<file path="config.mk">
export PLATFORM = sky130hd
export DESIGN_NAME = riscv_fetch
export DESIGN_NICKNAME = d
export VERILOG_FILES = /design/src/rtl/riscv_pkg.sv /design/src/rtl/riscv_fetch_fifo.sv /design/src/rtl/riscv_fetch.sv
export SDC_FILE = /design/constraint.sdc
export NUM_CORES = 1
export LEC_CHECK = 0
export CAP_MARGIN = 0
export CORE_MARGIN = 3
export CORE_UTILIZATION = 51
export DETAILED_ROUTE_END_ITERATION = 7
export GPL_ROUTABILITY_DRIVEN = 0
export PLACE_DENSITY = 0.81
export SLEW_MARGIN = 20
export SYNTH_ARGS = -nofsm -noshare
export SYNTH_HDL_FRONTEND = slang
export SYNTH_SLANG_ARGS = --single-unit
export TNS_END_PERCENT = 100
</file>
<file path="constraint.sdc">
create_clock -name clk -period 8.8 [get_ports clk]
set_input_delay 1.32 -clock clk [delete_from_list [all_inputs] [get_ports clk]]
set_output_delay 1.32 -clock clk [all_outputs]
set_load 0.005 [all_outputs]
</file>
<file path="src/rtl/riscv_pkg.sv">
// Shared types and constants for the RISC-V fetch slice.
package riscv_pkg;

  localparam int unsigned XLEN = 32;

  localparam logic [XLEN-1:0] RISCV_NOP      = 32'h0000_0013;
  localparam logic [XLEN-1:0] RISCV_RESET_PC = 32'h0000_0000;

  typedef struct packed {
    logic [XLEN-1:0] pc;
    logic [XLEN-1:0] inst;
  } fetch_entry_t;

endpackage

</file>
<file path="src/rtl/riscv_fetch_fifo.sv">
// Synchronous instruction buffer of fetch entries with single-cycle flush.
module riscv_fetch_fifo
  import riscv_pkg::*;
#(
  parameter int unsigned Depth = 2
) (
  input  logic         clk,
  input  logic         rst,
  input  logic         push_i,
  input  fetch_entry_t push_data_i,
  input  logic         pop_i,
  input  logic         flush_i,
  output fetch_entry_t head_o,
  output logic         full_o,
  output logic         empty_o
);

  localparam int unsigned AddrW = $clog2(Depth);

  fetch_entry_t       mem_q [Depth];
  logic [AddrW:0]     wptr_q, wptr_d;
  logic [AddrW:0]     rptr_q, rptr_d;
  logic               do_push, do_pop;

  // Extra pointer bit distinguishes full from empty when the index bits match.
  assign empty_o = (wptr_q == rptr_q);
  assign full_o  = (wptr_q[AddrW] != rptr_q[AddrW]) &&
                   (wptr_q[AddrW-1:0] == rptr_q[AddrW-1:0]);
  assign head_o  = mem_q[rptr_q[AddrW-1:0]];

  assign do_push = push_i && !full_o && !flush_i;
  assign do_pop  = pop_i && !empty_o;

  always_comb begin
    wptr_d = wptr_q;
    rptr_d = rptr_q;
    if (flush_i) begin
      wptr_d = '0;
      rptr_d = '0;
    end else begin
      if (do_push) wptr_d = wptr_q + 1'b1;
      if (do_pop)  rptr_d = rptr_q + 1'b1;
    end
  end

  always_ff @(posedge clk or posedge rst) begin
    if (rst) begin
      wptr_q <= '0;
      rptr_q <= '0;
    end else begin
      wptr_q <= wptr_d;
      rptr_q <= rptr_d;
    end
  end

  always_ff @(posedge clk) begin
    if (do_push) mem_q[wptr_q[AddrW-1:0]] <= push_data_i;
  end

endmodule

</file>
<file path="src/rtl/riscv_fetch.sv">
// Fetch stage: owns the PC, issues one-at-a-time word reads and buffers {pc, inst} for decode.
module riscv_fetch
  import riscv_pkg::*;
#(
  parameter int unsigned             WORD_LENGTH = 32,
  parameter logic [WORD_LENGTH-1:0]  RESET_PC    = RISCV_RESET_PC,
  parameter int unsigned             FIFO_DEPTH  = 2
) (
  input  logic                   clk,
  input  logic                   rst,
  output logic                   imem_req_valid,
  input  logic                   imem_req_ready,
  output logic [WORD_LENGTH-1:0] imem_req_addr,
  input  logic                   imem_rsp_valid,
  input  logic [WORD_LENGTH-1:0] imem_rsp_data,
  input  logic                   redirect_valid,
  input  logic [WORD_LENGTH-1:0] redirect_pc,
  output logic                   dec_valid,
  input  logic                   dec_ready,
  output logic [WORD_LENGTH-1:0] dec_pc,
  output logic [WORD_LENGTH-1:0] dec_inst
);

  localparam logic [WORD_LENGTH-1:0] AlignMask = ~WORD_LENGTH'(3);

  logic [WORD_LENGTH-1:0] pc_q, pc_d;
  logic [WORD_LENGTH-1:0] req_pc_q, req_pc_d;
  logic                   outstanding_q, outstanding_d;
  logic                   drop_q, drop_d;

  logic         req_fire, rsp_fire, push, pop;
  logic         fifo_full, fifo_empty;
  fetch_entry_t push_entry, head_entry;

  assign imem_req_valid = !rst && !outstanding_q && !fifo_full && !redirect_valid;
  assign imem_req_addr  = pc_q & AlignMask;
  assign req_fire       = imem_req_valid && imem_req_ready;
  // Responses are only meaningful while a request is in flight.
  assign rsp_fire       = imem_rsp_valid && outstanding_q;

  assign push            = rsp_fire && !drop_q && !redirect_valid;
  assign push_entry.pc   = req_pc_q;
  assign push_entry.inst = imem_rsp_data;

  assign dec_valid = !fifo_empty;
  assign dec_pc    = fifo_empty ? '0 : head_entry.pc;
  assign dec_inst  = fifo_empty ? RISCV_NOP : head_entry.inst;
  assign pop       = dec_valid && dec_ready;

  always_comb begin
    pc_d          = pc_q;
    req_pc_d      = req_pc_q;
    outstanding_d = outstanding_q;
    drop_d        = drop_q;
    if (req_fire) begin
      outstanding_d = 1'b1;
      req_pc_d      = imem_req_addr;
      pc_d          = imem_req_addr + WORD_LENGTH'(4);
    end
    if (rsp_fire) begin
      outstanding_d = 1'b0;
      drop_d        = 1'b0;
    end
    // A same-cycle response is discarded via push; a still-pending one is marked to drop.
    if (redirect_valid) begin
      pc_d = redirect_pc & AlignMask;
      if (outstanding_q && !rsp_fire) drop_d = 1'b1;
    end
  end

  always_ff @(posedge clk or posedge rst) begin
    if (rst) begin
      pc_q          <= RESET_PC;
      req_pc_q      <= '0;
      outstanding_q <= 1'b0;
      drop_q        <= 1'b0;
    end else begin
      pc_q          <= pc_d;
      req_pc_q      <= req_pc_d;
      outstanding_q <= outstanding_d;
      drop_q        <= drop_d;
    end
  end

  riscv_fetch_fifo #(
    .Depth (FIFO_DEPTH)
  ) u_fifo (
    .clk         (clk),
    .rst         (rst),
    .push_i      (push),
    .push_data_i (push_entry),
    .pop_i       (pop),
    .flush_i     (redirect_valid),
    .head_o      (head_entry),
    .full_o      (fifo_full),
    .empty_o     (fifo_empty)
  );

endmodule
</file>
# After elaboration in Yosys (flattened, before gate mapping)

Memory sizes are Yosys's and may differ from the RTL's.
Cells that the tools add are included.

$add $sub $neg: 3
Reduce and logical (&&, ||, !) cells: 24
Eq/ne operators: 3
Multiplexer cells: 15

Operators by type and width:

| operator                                      | number |
|---|---|
| two-way mux 32 bit                            | 4 |
| adder 32 x 3 -> 32 bit, second input constant | 1 |
| logical AND 1 bit                             | 13 |
| two-way mux 2 bit                             | 4 |
| nonzero test 2 bit                            | 4 |
| logical NOT 1 bit                             | 7 |
| two-way mux 1 bit                             | 7 |
| adder 2 x 1 -> 2 bit, second input constant   | 2 |
| == test 2 bit                                 | 1 |
| == test 1 bit                                 | 1 |
| != test 1 bit                                 | 1 |

Logic and storage cells: 52
RAM bits: 124
Memories: 1
Input port bits: 70
Register bits after elaboration: 68

Memory list:

| memory       | words | width | rd ports | clocked after memory_dff | wr ports | line                   | text |
|---|---|---|---|---|---|---|---|
| u_fifo.mem_q | 2     | 62    | 1        | 0                        | 1        | riscv_fetch_fifo.sv:20 | `fetch_entry_t mem_q [Depth];` |

# Depth between registers and ports, before layout

Word-level depth: 8
Mapped depth: 7

# By module

A second synthesis with hierarchy kept.

Cell total of the unflattened synthesis: 647
Area total of the unflattened synthesis: 8,308.0 µm²

Modules (own cells, without submodules):

| module           | cells each | instances | area an instance (µm²) |
|---|---|---|---|
| riscv_fetch_fifo | 232        | 1         | 4,884.7 |
| riscv_fetch      | 415        | 1         | 3,423.3 |

# Worst setup path before layout

No wires, ideal clock.

Path type: input -> register
Start: input port redirect_valid
End: memory u_fifo.mem_q[0][0] (netlist name), enable pin
Library setup time: 0.637 ns
Setup slack: 0.636 ns
Arrival: 7.527 ns
Stages: 3
Path through: clkinv_1 > o21ai_1 > nor4_1

Longest elaborated chain between the ends: 6

RTL lines:

| what                                      | line                                      | text |
|---|---|---|
| start, declared                           | riscv_fetch.sv:16                         | `input logic redirect_valid,` |
| logical NOT 1 bit *                       | riscv_fetch_fifo.sv:31, riscv_fetch.sv:41 |  |
| logical AND 1 bit                         | riscv_fetch.sv:41                         | `assign push = rsp_fire && !drop_q && !redirect_valid;` |
| logical AND 1 bit                         | riscv_fetch_fifo.sv:31                    | `assign do_push = push_i && !full_o && !flush_i;` |
| logical AND 1 bit *                       | riscv_fetch_fifo.sv:31                    |  |
| two-way mux 1 bit *                       | riscv_fetch_fifo.sv:57                    | `if (do_push) mem_q[wptr_q[AddrW-1:0]] <= push_data_i;` |
| two-way mux 1 bit (not written as such) * | riscv_fetch_fifo.sv:57                    |  |
| end, declared                             | riscv_fetch_fifo.sv:20                    |  |

Mark *: on every way between the ends. The rest lies on a longest branch, timed or not.

# Final worst setup path

Start: input port redirect_valid
End: output port imem_req_valid

Longest elaborated chain between the ends: 2

RTL lines:

| what              | line              | text |
|---|---|---|
| logical NOT 1 bit | riscv_fetch.sv:35 | `assign imem_req_valid = !rst && !outstanding_q && !fifo_full && !redirect_valid;` |
| logical AND 1 bit | riscv_fetch.sv:35 |  |
| end, declared     | riscv_fetch.sv:11 | `output logic imem_req_valid,` |

Every way passes these cells.

==> results.ini <==
[cts]
cts_max_level = 4
ctsResizeCount = 0
cts_num_sinks = 190
clk_pin_slew_ns = 0.07
cts_setup_buffers = 0
cts_tree = built
hold_buffers = 0
cts_buffers = 17
cts_root_buffer = clkbuf_16
max-clock-path-buffers = 2
worstSkewPairLatency_ns = 0.43

[sta]
min_period_ns = 4.97
finalHoldViolCount = 0
max_freq_ghz = 0.201
fin_tns_setup_ns = 0
worst_pin_slew_ns = 1.01
relSlewSlack = 0.321
finalSetupViolCount = 0
rsz0062_at_grt = no
hold-worst-slack_ns = 0.475
fin_crit_sh = 0.564
maxSlewViolCount = 0
worst_clock_skew_ns = 0.00897
final.setup.worst_slack_ns = 3.83

[synth]
synth.most_common_cell = edfxtp_1
syn_inst = 634
netlist_top_cells_count = edfxtp_1, nand2_1, nor2_1
yosys_register_bits = 190
yosys-top-cells-area = edfxtp_1, dfrtp_1, mux2i_1, nand2_1, nor2_1
syn_area_per_cell_um2 = 12.6
synth.distinct_cells = 57
ys_warn_count = 0
synth_edf_count = 124
syn_area_mm2 = 0.00800
ys.flop_type = edfxtp_1
yosysTopAreaCell = edfxtp_1
yosysSeqAreaShare = 0.672
synth_top_area_frac = 0.466
async_reset_ff_frac = 0.347

[cells_and_area]
drive_above_1_share = 0.0746
fillers = 1075
nets = 862
diodes = 0
instances_no_fill = 1015
area_delta_synth_final_pct = 29.8

[floorplanning]
floorplan.initialDensity = 0.524
die_x_um = 131
die_h_um = 131
placementRows = 45
coreArea_mm2 = 0.0153
top_level_ports = 168
die-area_mm2 = 0.0172

[global_route]
grt_pass1_vias = 5683
track_usage = 0.209
grt_max_degree = 67
overflow = 0
antenna_found_initial = 0
grt_pass1_wl_um = 28700

[setup_path]
r2r_cells = 4
path_max_fanout = 41
r2r_slack_ns = 5.29
rr_startpoint = u_fifo.rptr_q[0]$_DFFE_PP0P_
critPathCaptureType = output port
worst-endpoint-required_ns = 7.48
crit_arrival_ns = 3.65
endpoint = imem_req_valid
worstReg2RegEnd = u_fifo.mem_q[0][31]$_DFFE_PP_
crit_type = in2out
start_kind = input pin
crit_start = redirect_valid

[power]
p_leak_uw = 0.00382
max-vdd-ir-drop_v = 0.000150
power_uw = 2090
p_per_area_mw_per_mm2 = 201

[place]
place_hpwl_um = 11200
io_buffer_count = 161
place_ws_ns = 3.86
dp.cells = 983

[worst_hold_path]
hp-class = reg2reg

[status]
status = finished clean

[detailed_routing]
vias_per_cell = 5.47
routed_wl_um = 17500
drt_pass1_iterations = 4
drt_iter0_drc = 335
avgRoutedWirePerCell_um = 17.2
drc_errors = 0
via_count = 5551
ant_nets = 0

[run]
max-cap-violations = 0

-- critical path: stages --
cell and delay [ns]:
clkdlybuf4s50_1 0.45, buf_4 0.40, clkinv_1 0.48, o21ai_1 0.41, nor3_1 0.10, clkdlybuf4s50_1 0.46
-- registers in the layout (all words and copies together) (netlist names), named ones only --
| name | flops |
|---|---|
| u_fifo.mem_q | 124 |
| pc_q | 30 |
| req_pc_q | 30 |
| u_fifo.rptr_q | 2 |
| u_fifo.wptr_q | 2 |
| outstanding_q | 1 |
-- stage by stage --
step / util / area [µm²]
global route: 0.680 / 10400
floorplan: - / 8010
detailed placement: 0.643 / 9810
CTS: 0.680 / 10400
global placement: 0.643 / 9810
finish: 0.680 / 10400
-- report_power, final --
| group | leakage, µW | switching (µW) | internal, µW |
|---|---|---|---|
| sequential | 0.00195 | 64.0 | 1020 |
| combinational | 0.00159 | 124 | 150 |
| clock | 0.000282 | 354 | 377 |
-- cell families (layout without fill, tap and decap cells) --
group                    after synthesis  count (layout)  share of synthesized area
other                                  1               4                   0.000469
flip-flops                           190             190                      0.672
multiplexers                          67              67                     0.0840
adder cells (fa/ha/maj)                1               1                    0.00156
AND/OR/NAND/NOR                      262             262                      0.152
AO/OA/AOI/OAI                         61              61                     0.0535
buffers and inverters                 43             210                     0.0264
XOR/XNOR                               9               9                    0.00986
-- layer usage --
metal	GRT usage	wire length (µm)	share of wire
met5	0	0	0
met4	0.0916	438	0.025
met3	0.0498	1230	0.070
met2	0.340	8580	0.49
met1	0.268	7240	0.41
-- worst min-delay path by stage --
| stage | cells after the start | to | from |
|---|---|---|---|
| after global routing | 0 | u_fifo.mem_q[1][43]$_DFFE_PP_ | req_pc_q[13]$_DFFE_PP0P_ |
| after CTS | 0 | u_fifo.mem_q[1][43]$_DFFE_PP_ | req_pc_q[13]$_DFFE_PP0P_ |
| final | 0 | u_fifo.mem_q[0][32]$_DFFE_PP_ | req_pc_q[2]$_DFFE_PP0P_ |
| after floorplan | 0 | u_fifo.mem_q[0][32]$_DFFE_PP_ | req_pc_q[2]$_DFFE_PP0P_ |
| after global placement | 0 | u_fifo.mem_q[0][44]$_DFFE_PP_ | req_pc_q[14]$_DFFE_PP0P_ |
| after detailed placement | 0 | u_fifo.mem_q[1][43]$_DFFE_PP_ | req_pc_q[13]$_DFFE_PP0P_ |
-- cell type report --
class / instances / area, µm² / area share
inverters: 8 / 30.0 / 0.00289
flip-flops and latches: 190 / 5380 / 0.518
repair buffers: 170 / 1680 / 0.162
well taps: 211 / 264 / 0.0254
clock inverters: 15 / 140 / 0.0135
multi-input cells: 404 / 2460 / 0.237
clock buffers: 17 / 425 / 0.0410
-- cells in the final DEF (no fill, tap or decap), types with 3 or more instances in the layout --
| master | Yosys | routed |
|---|---|---|
| clkdlybuf4s50_1 | 0 | 161 |
| edfxtp_1 | 124 | 124 |
| nand2_1 | 122 | 122 |
| nor2_1 | 76 | 75 |
| mux2i_1 | 66 | 66 |
| dfrtp_1 | 66 | 65 |
| clkbuf_16 | 0 | 17 |
| nand3_1 | 14 | 14 |
| o21ai_1 | 13 | 12 |
| nor3_1 | 12 | 12 |
| inv_6 | 0 | 10 |
| buf_4 | 4 | 9 |
| a21oi_1 | 7 | 7 |
| nand4_1 | 7 | 7 |
| inv_1 | 7 | 6 |
| o21ai_0 | 6 | 6 |
| o311ai_1 | 6 | 6 |
| o211ai_1 | 6 | 6 |
| xnor2_1 | 5 | 5 |
| a221o_1 | 5 | 5 |
| or3_1 | 5 | 5 |
| xor2_1 | 4 | 4 |
| a22oi_1 | 4 | 4 |
| conb_1 | 1 | 4 |
| nor4_2 | 2 | 3 |
| nand4_2 | 3 | 3 |
| a22o_1 | 3 | 3 |
Note: power is estimated with default switching activity, not from simulation.
==> RTL edit 1 (config.mk and constraints unchanged) <==
`FIFO_DEPTH`: 2 -> 8.
--- a/src/rtl/riscv_fetch.sv
+++ b/src/rtl/riscv_fetch.sv
@@ -6,3 +6,3 @@
   parameter logic [WORD_LENGTH-1:0]  RESET_PC    = RISCV_RESET_PC,
-  parameter int unsigned             FIFO_DEPTH  = 2
+  parameter int unsigned             FIFO_DEPTH  = 8
 ) (
Check against the original RTL: not equivalent (Yosys sat finds a counterexample within 10 cycles, from zero or initial values and one cycle with rst high).
==> RTL edit 1 against the unedited design <==
Worst setup slack got worse by 310 ps. First-iteration DRC count rose to 2.9 times the old value. Register-to-register slack got worse by 430 ps. Wire length rose to 2.6 times the old value. Power rose to 2.8 times the old value. Cell area rose to 2.5 times the old value. Core utilization fell by 6.0 points. Sequential cell count rose by 376. Final cell count rose by 90%. Worst hold slack improved by 61 ps. Area after synthesis rose to 2.8 times the old value. Critical path depth did not move. Synthesized cell count rose by 77%. Critical path type is now register to output port. Highest routed layer unchanged.
==> RTL edit 1: results (changes against the unedited design) <==
| Metric | Value |
|---|---|
| Synth cell types | `43 (-25%)` |
| Dpl hpwl | `25500 microns (+130%)` |
| Top area cells in the synthesized netlist | `edfxtp_1, mux4_2, dfrtp_1` |
| Worst r2r path cells | `6 (+2)` |
| Total wire length | `45300 microns (+160%)` |
| Setup Fix Bufs, Post-CTS | `0 (unchanged)` |
| Cells after DPL | `1821 (+85%)` |
| CP max stage cell | `dfrtp_4` |
| TritonRoute pass-1 iters | `5 (+1)` |
| GR Layer Usage met2 | `32.8% (-1.2 points)` |
| Syn Area/Cell | `19.9 sq um (+57%)` |
| Number of global-route vias before repair | `11600 (+100%)` |
| # fillers | `2908 (+170%)` |
| Crit share post-route | `60.0% (+3.6 points)` |
| EDFF count, synth | `496 (+300%)` |
| Layout cells sized above 1 | `20.6% (+13 points)` |
| FF-to-FF setup slack | `4860 ps (-430 ps)` |
| Worst Path Max Fanout | `54 (+32%)` |
| DP Area | `24600 sq um (+150%)` |
| Sequential fraction of the synthesis area | `74.9% (+7.6 points)` |
| Sw Ratio | `21.4% (-4.5 points)` |
| Pin count of the biggest net entering global routing | `91 (+36%)` |
| Status | `complete, no violations` |
| Met1 wire length | `18700 microns (+160%)` |
| M3 GR Usage | `3.98% (-0.99 points)` |
| Pleak | `8.34 nW (+120%)` |
| Grt met1 use | `27.7% (+0.85 points)` |
| VDD IR-drop max | `0.000157 V (+4.5%)` |
| Crit path launch | `u_fifo.rptr_q[1]` |
| Clock Path Buffers | `3 (+1)` |
| Top FF cell, synth | `edfxtp_1` |
| DR iter-0 viols | `969 (+190%)` |
| Clk_lat worst skew | `580 ps (+150 ps)` |
| Via count | `11100 (+100%)` |
| Max Cap Viol | `0 (unchanged)` |
| First-pass GRT wire length | `69900 microns (+140%)` |
| Max FFs per register | `496 (+300%)` |
| Worst relative slew slack | `28.8% (-3.3 points)` |
| Total CTS buffers | `55 (+38)` |
| Asr flop ratio synth | `12.4% (-22 points)` |
| Final worst clock skew | `17.6 ps (+8.60 ps)` |
| Top post-synthesis cells by count | `edfxtp_1, mux4_2, nor2_1` |
| Worst-path clk slew | `~60 ps` |
| Reg-to-Reg End | `u_fifo.mem_q[0][10]` |
| Place WS | `4070 ps (+206 ps)` |
| Yosys top cell area share | `67.0% (+20 points)` |
| Met2 Wirelength | `22700 microns (+160%)` |
| Largest stage delay, worst path | `770 ps (+290 ps)` |
| Finished Layout Cells | `1924 (+90%)` |
| H-tree depth | `2 (-2)` |
| Gr usage total | `19.9% (-0.97 points)` |
| Met3 routed WL | `2970 microns (+140%)` |
| Final Net Count | `1374 (+59%)` |
| CP arrival | `3960 ps (+310 ps)` |
| Worst setup path endpoint | `dec_inst[29]` |
[RTL edit 1: cell types whose count changed after synthesis, sizes merged, moves of 6 or more]
cell / delta
clkbuf: +19
buf: +7
xor2: +10
o311ai: -7
mux4: +124
o21ai: +6
and3: +6
mux2: +34
edfxtp: +372
o211ai: -6
xnor2: +20
nand2: -82
[RTL edit 1: worst max-delay path: cells and delay by family, from the launching register on]
family                 cells  cell delay [ps]
and+or+nand+nor            1               90
buffers and inverters      3             1840
DFF                        1              770
muxes                      2              630
[RTL edit 1: cells by family after synthesis]
family                     synth area share, %
xor gates and xnor gates                  1.54
DFF                                       74.9
other                                   0.0169
muxes                                     17.3
adders and majority gates                0.169
and+or+nand+nor                           3.88
AOI/OAI and AO/OA                        0.889
buffers and inverters                     1.39
[RTL edit 1: worst min path at each step]
stage | slack [ps] | cells past startpoint | from | to
after floorplan | 490 | 1 | outstanding_q | register
after global placement | 510 | 1 | outstanding_q | register
after detailed placement | 530 | 1 | outstanding_q | register
after CTS | 540 | 1 | outstanding_q | register
after global routing | 570 | 1 | outstanding_q | register
final | 540 | 1 | outstanding_q | register
[RTL edit 1: layout make-up]
type,instances,area (sq um),share of cell area (%)
multi-input combinational,486,5370,20.4
sequential,566,16700,63.2
timing repair buffer,182,1830,6.94
clock inverter,29,241,0.916
clock buffer,74,1520,5.76
tap,577,722,2.74
inverter,10,37.5,0.142
[RTL edit 1: power groups by stage]
stage                     combinational, W  clock [W]  sequential [W]
after floorplan                   0.000275          0         0.00319
after global placement            0.000461          0         0.00323
after detailed placement          0.000469          0         0.00325
after CTS                         0.000474    0.00231         0.00319
after global routing              0.000504    0.00242         0.00321
final                             0.000463    0.00227         0.00319
==> RTL edit 2 (same settings) <==
Made on the original files. Reset style: synchronous (`rst`), changed in 2 clocked blocks.
--- a/src/rtl/riscv_fetch_fifo.sv
+++ b/src/rtl/riscv_fetch_fifo.sv
@@ -45,3 +45,3 @@
 
-  always_ff @(posedge clk or posedge rst) begin
+  always_ff @(posedge clk) begin
     if (rst) begin
--- a/src/rtl/riscv_fetch.sv
+++ b/src/rtl/riscv_fetch.sv
@@ -70,3 +70,3 @@
 
-  always_ff @(posedge clk or posedge rst) begin
+  always_ff @(posedge clk) begin
     if (rst) begin
Formal check against the unedited RTL: differs if rst is asserted again (counterexample within 4 cycles, from zero or initial values and one cycle with rst high); with rst held inactive, the same outputs for 4 cycles.
==> RTL edit 2 against the unedited design <==
Area after synthesis decreased by 2.8%. Final cell count decreased by 0.39%. Wire length increased by 2.3%. Sequential cell count increased by 1. Global-route usage increased by 0.14 points. Cell area decreased by 2.9%. First-iteration DRC count increased by 36%. Clock skew decreased by 1.8 ps. Worst setup slack improved by 110 ps. Non-clock buffer count decreased by 2. Critical path type unchanged. Largest cell class unchanged.
Power is not compared: it rests on default switching activity, and its combinational part moved more than twofold at a synthesized area within 25%.
==> RTL edit 2: results (changes against the unedited design) <==
| Metric | Value |
|---|---|
| Fin Hold WS | `451 ps (-24.0 ps)` |
| Clk sinks | `191 (+0.53%)` |
| Top area cells in the synthesized netlist | `edfxtp_1, dfxtp_1, mux2i_1` |
| Min-delay src | `req_pc_q[29]` |
| Synth Area in Adders | `0.161% (+0.0046 points)` |
| DP Area | `9520 sq um (-3.0%)` |
| Multiplexer share of the synthesized area | `8.26% (-0.14 points)` |
| TritonRoute pass-1 iters | `5 (+1)` |
| Synth Area in XOR/XNOR | `1.35% (+0.37 points)` |
| Cts repair resizes | `0 (unchanged)` |
| Asr flop ratio synth | `0% (-35 points)` |
| Met2 Wirelength | `8930 microns (+4.1%)` |
| Via count | `5613 (+1.1%)` |
| DR iter-0 viols | `457 (+36%)` |
| Sequential fraction of the synthesis area | `65.2% (-2.0 points)` |
| Worst Path Max Fanout | `34 (-17%)` |
| Synth Area in Compound Gates | `8.49% (+3.1 points)` |
| Worst r2r src | `u_fifo.wptr_q[0]` |
| Met1 wire length | `7220 microns (-0.36%)` |
| Setup TNS | `0 ps (unchanged)` |
| M3 GR Usage | `5.15% (+0.18 points)` |
| Gr usage total | `21.0% (+0.14 points)` |
| Status | `complete, no violations` |
| Total wire length | `17900 microns (+2.3%)` |
| Worst setup path endpoint | `imem_req_valid` |
| Max Cap Viol | `0 (unchanged)` |
| Fmax | `206 MHz (+2.2%)` |
| Worst relative slew slack | `24.5% (-7.6 points)` |
| Top post-synthesis cells by count | `edfxtp_1, nand2_1, nor2_1` |
| Grt met1 use | `26.4% (-0.47 points)` |
| Largest stage delay, worst path | `500 ps (+20 ps)` |
| Cells after DPL | `979 (-0.41%)` |
| CP arrival | `3540 ps (-110 ps)` |
| Met3 routed WL | `1490 microns (+21%)` |
| Number of global-route vias before repair | `5487 (-3.4%)` |
| First-pass GRT wire length | `27400 microns (-4.5%)` |
| Place WS | `3960 ps (+91.6 ps)` |
| Drt wl/cell | `17.7 microns (+2.7%)` |
| Syn Inst Count | `665 (+4.9%)` |
| Critical path's top delay family | `buffers and inverters` |
| Final hold violations | `0 (unchanged)` |
| Min-Delay Endpoint | `u_fifo.mem_q[1][59]` |
| FF-to-FF setup slack | `5980 ps (+690 ps)` |
| Final worst clock skew | `7.16 ps (-1.81 ps)` |
| Synth cell types | `54 (-5.3%)` |
| Final Net Count | `885 (+2.7%)` |
| Layout cells sized above 1 | `6.17% (-1.3 points)` |
| Pleak | `around 3.3 nW` |
| Reg-to-Reg End | `u_fifo.mem_q[1][26]` |
| Dpl hpwl | `11600 microns (+4.0%)` |
| Pin count of the biggest net entering global routing | `63 (-6.0%)` |
| GR Layer Usage met2 | `36.1% (+2.0 points)` |
| CP max stage cell | `clkdlybuf4s50_1` |
-- RTL edit 2: cell count changes after synthesis, moves of 14 or more --
cell / before / now
a31oi_1: 2 / 16
dfrtp_1: 66 / 0
dfxtp_1: 0 / 67
nand2_1: 122 / 93
a21oi_1: 7 / 54
-- RTL edit 2: power by group --
part           switching [W]  internal (W)
Sequential         0.0000164      0.000962
Combinational      0.0000426     0.0000541
Clock               0.000312      0.000413
Total               0.000371       0.00143
-- RTL edit 2: cell type report --
| cell class | count | area [sq um] |
|---|---|---|
| repair buffers | 168 | 1660 |
| flip-flops and latches | 191 | 5070 |
| clock inverters | 10 | 85.1 |
| fillers | 1071 | 4620 |
| clock buffers | 22 | 475 |
| inverters | 12 | 45.0 |
| well taps | 184 | 230 |
| multi-input cells | 424 | 2520 |
-- RTL edit 2: cells by family after synthesis --
family	after synthesis
buf+inv	53
other cells	1
mux	64
xor+xnor	12
fa+ha+maj	1
simple gates	232
compound gates	111
flops	191
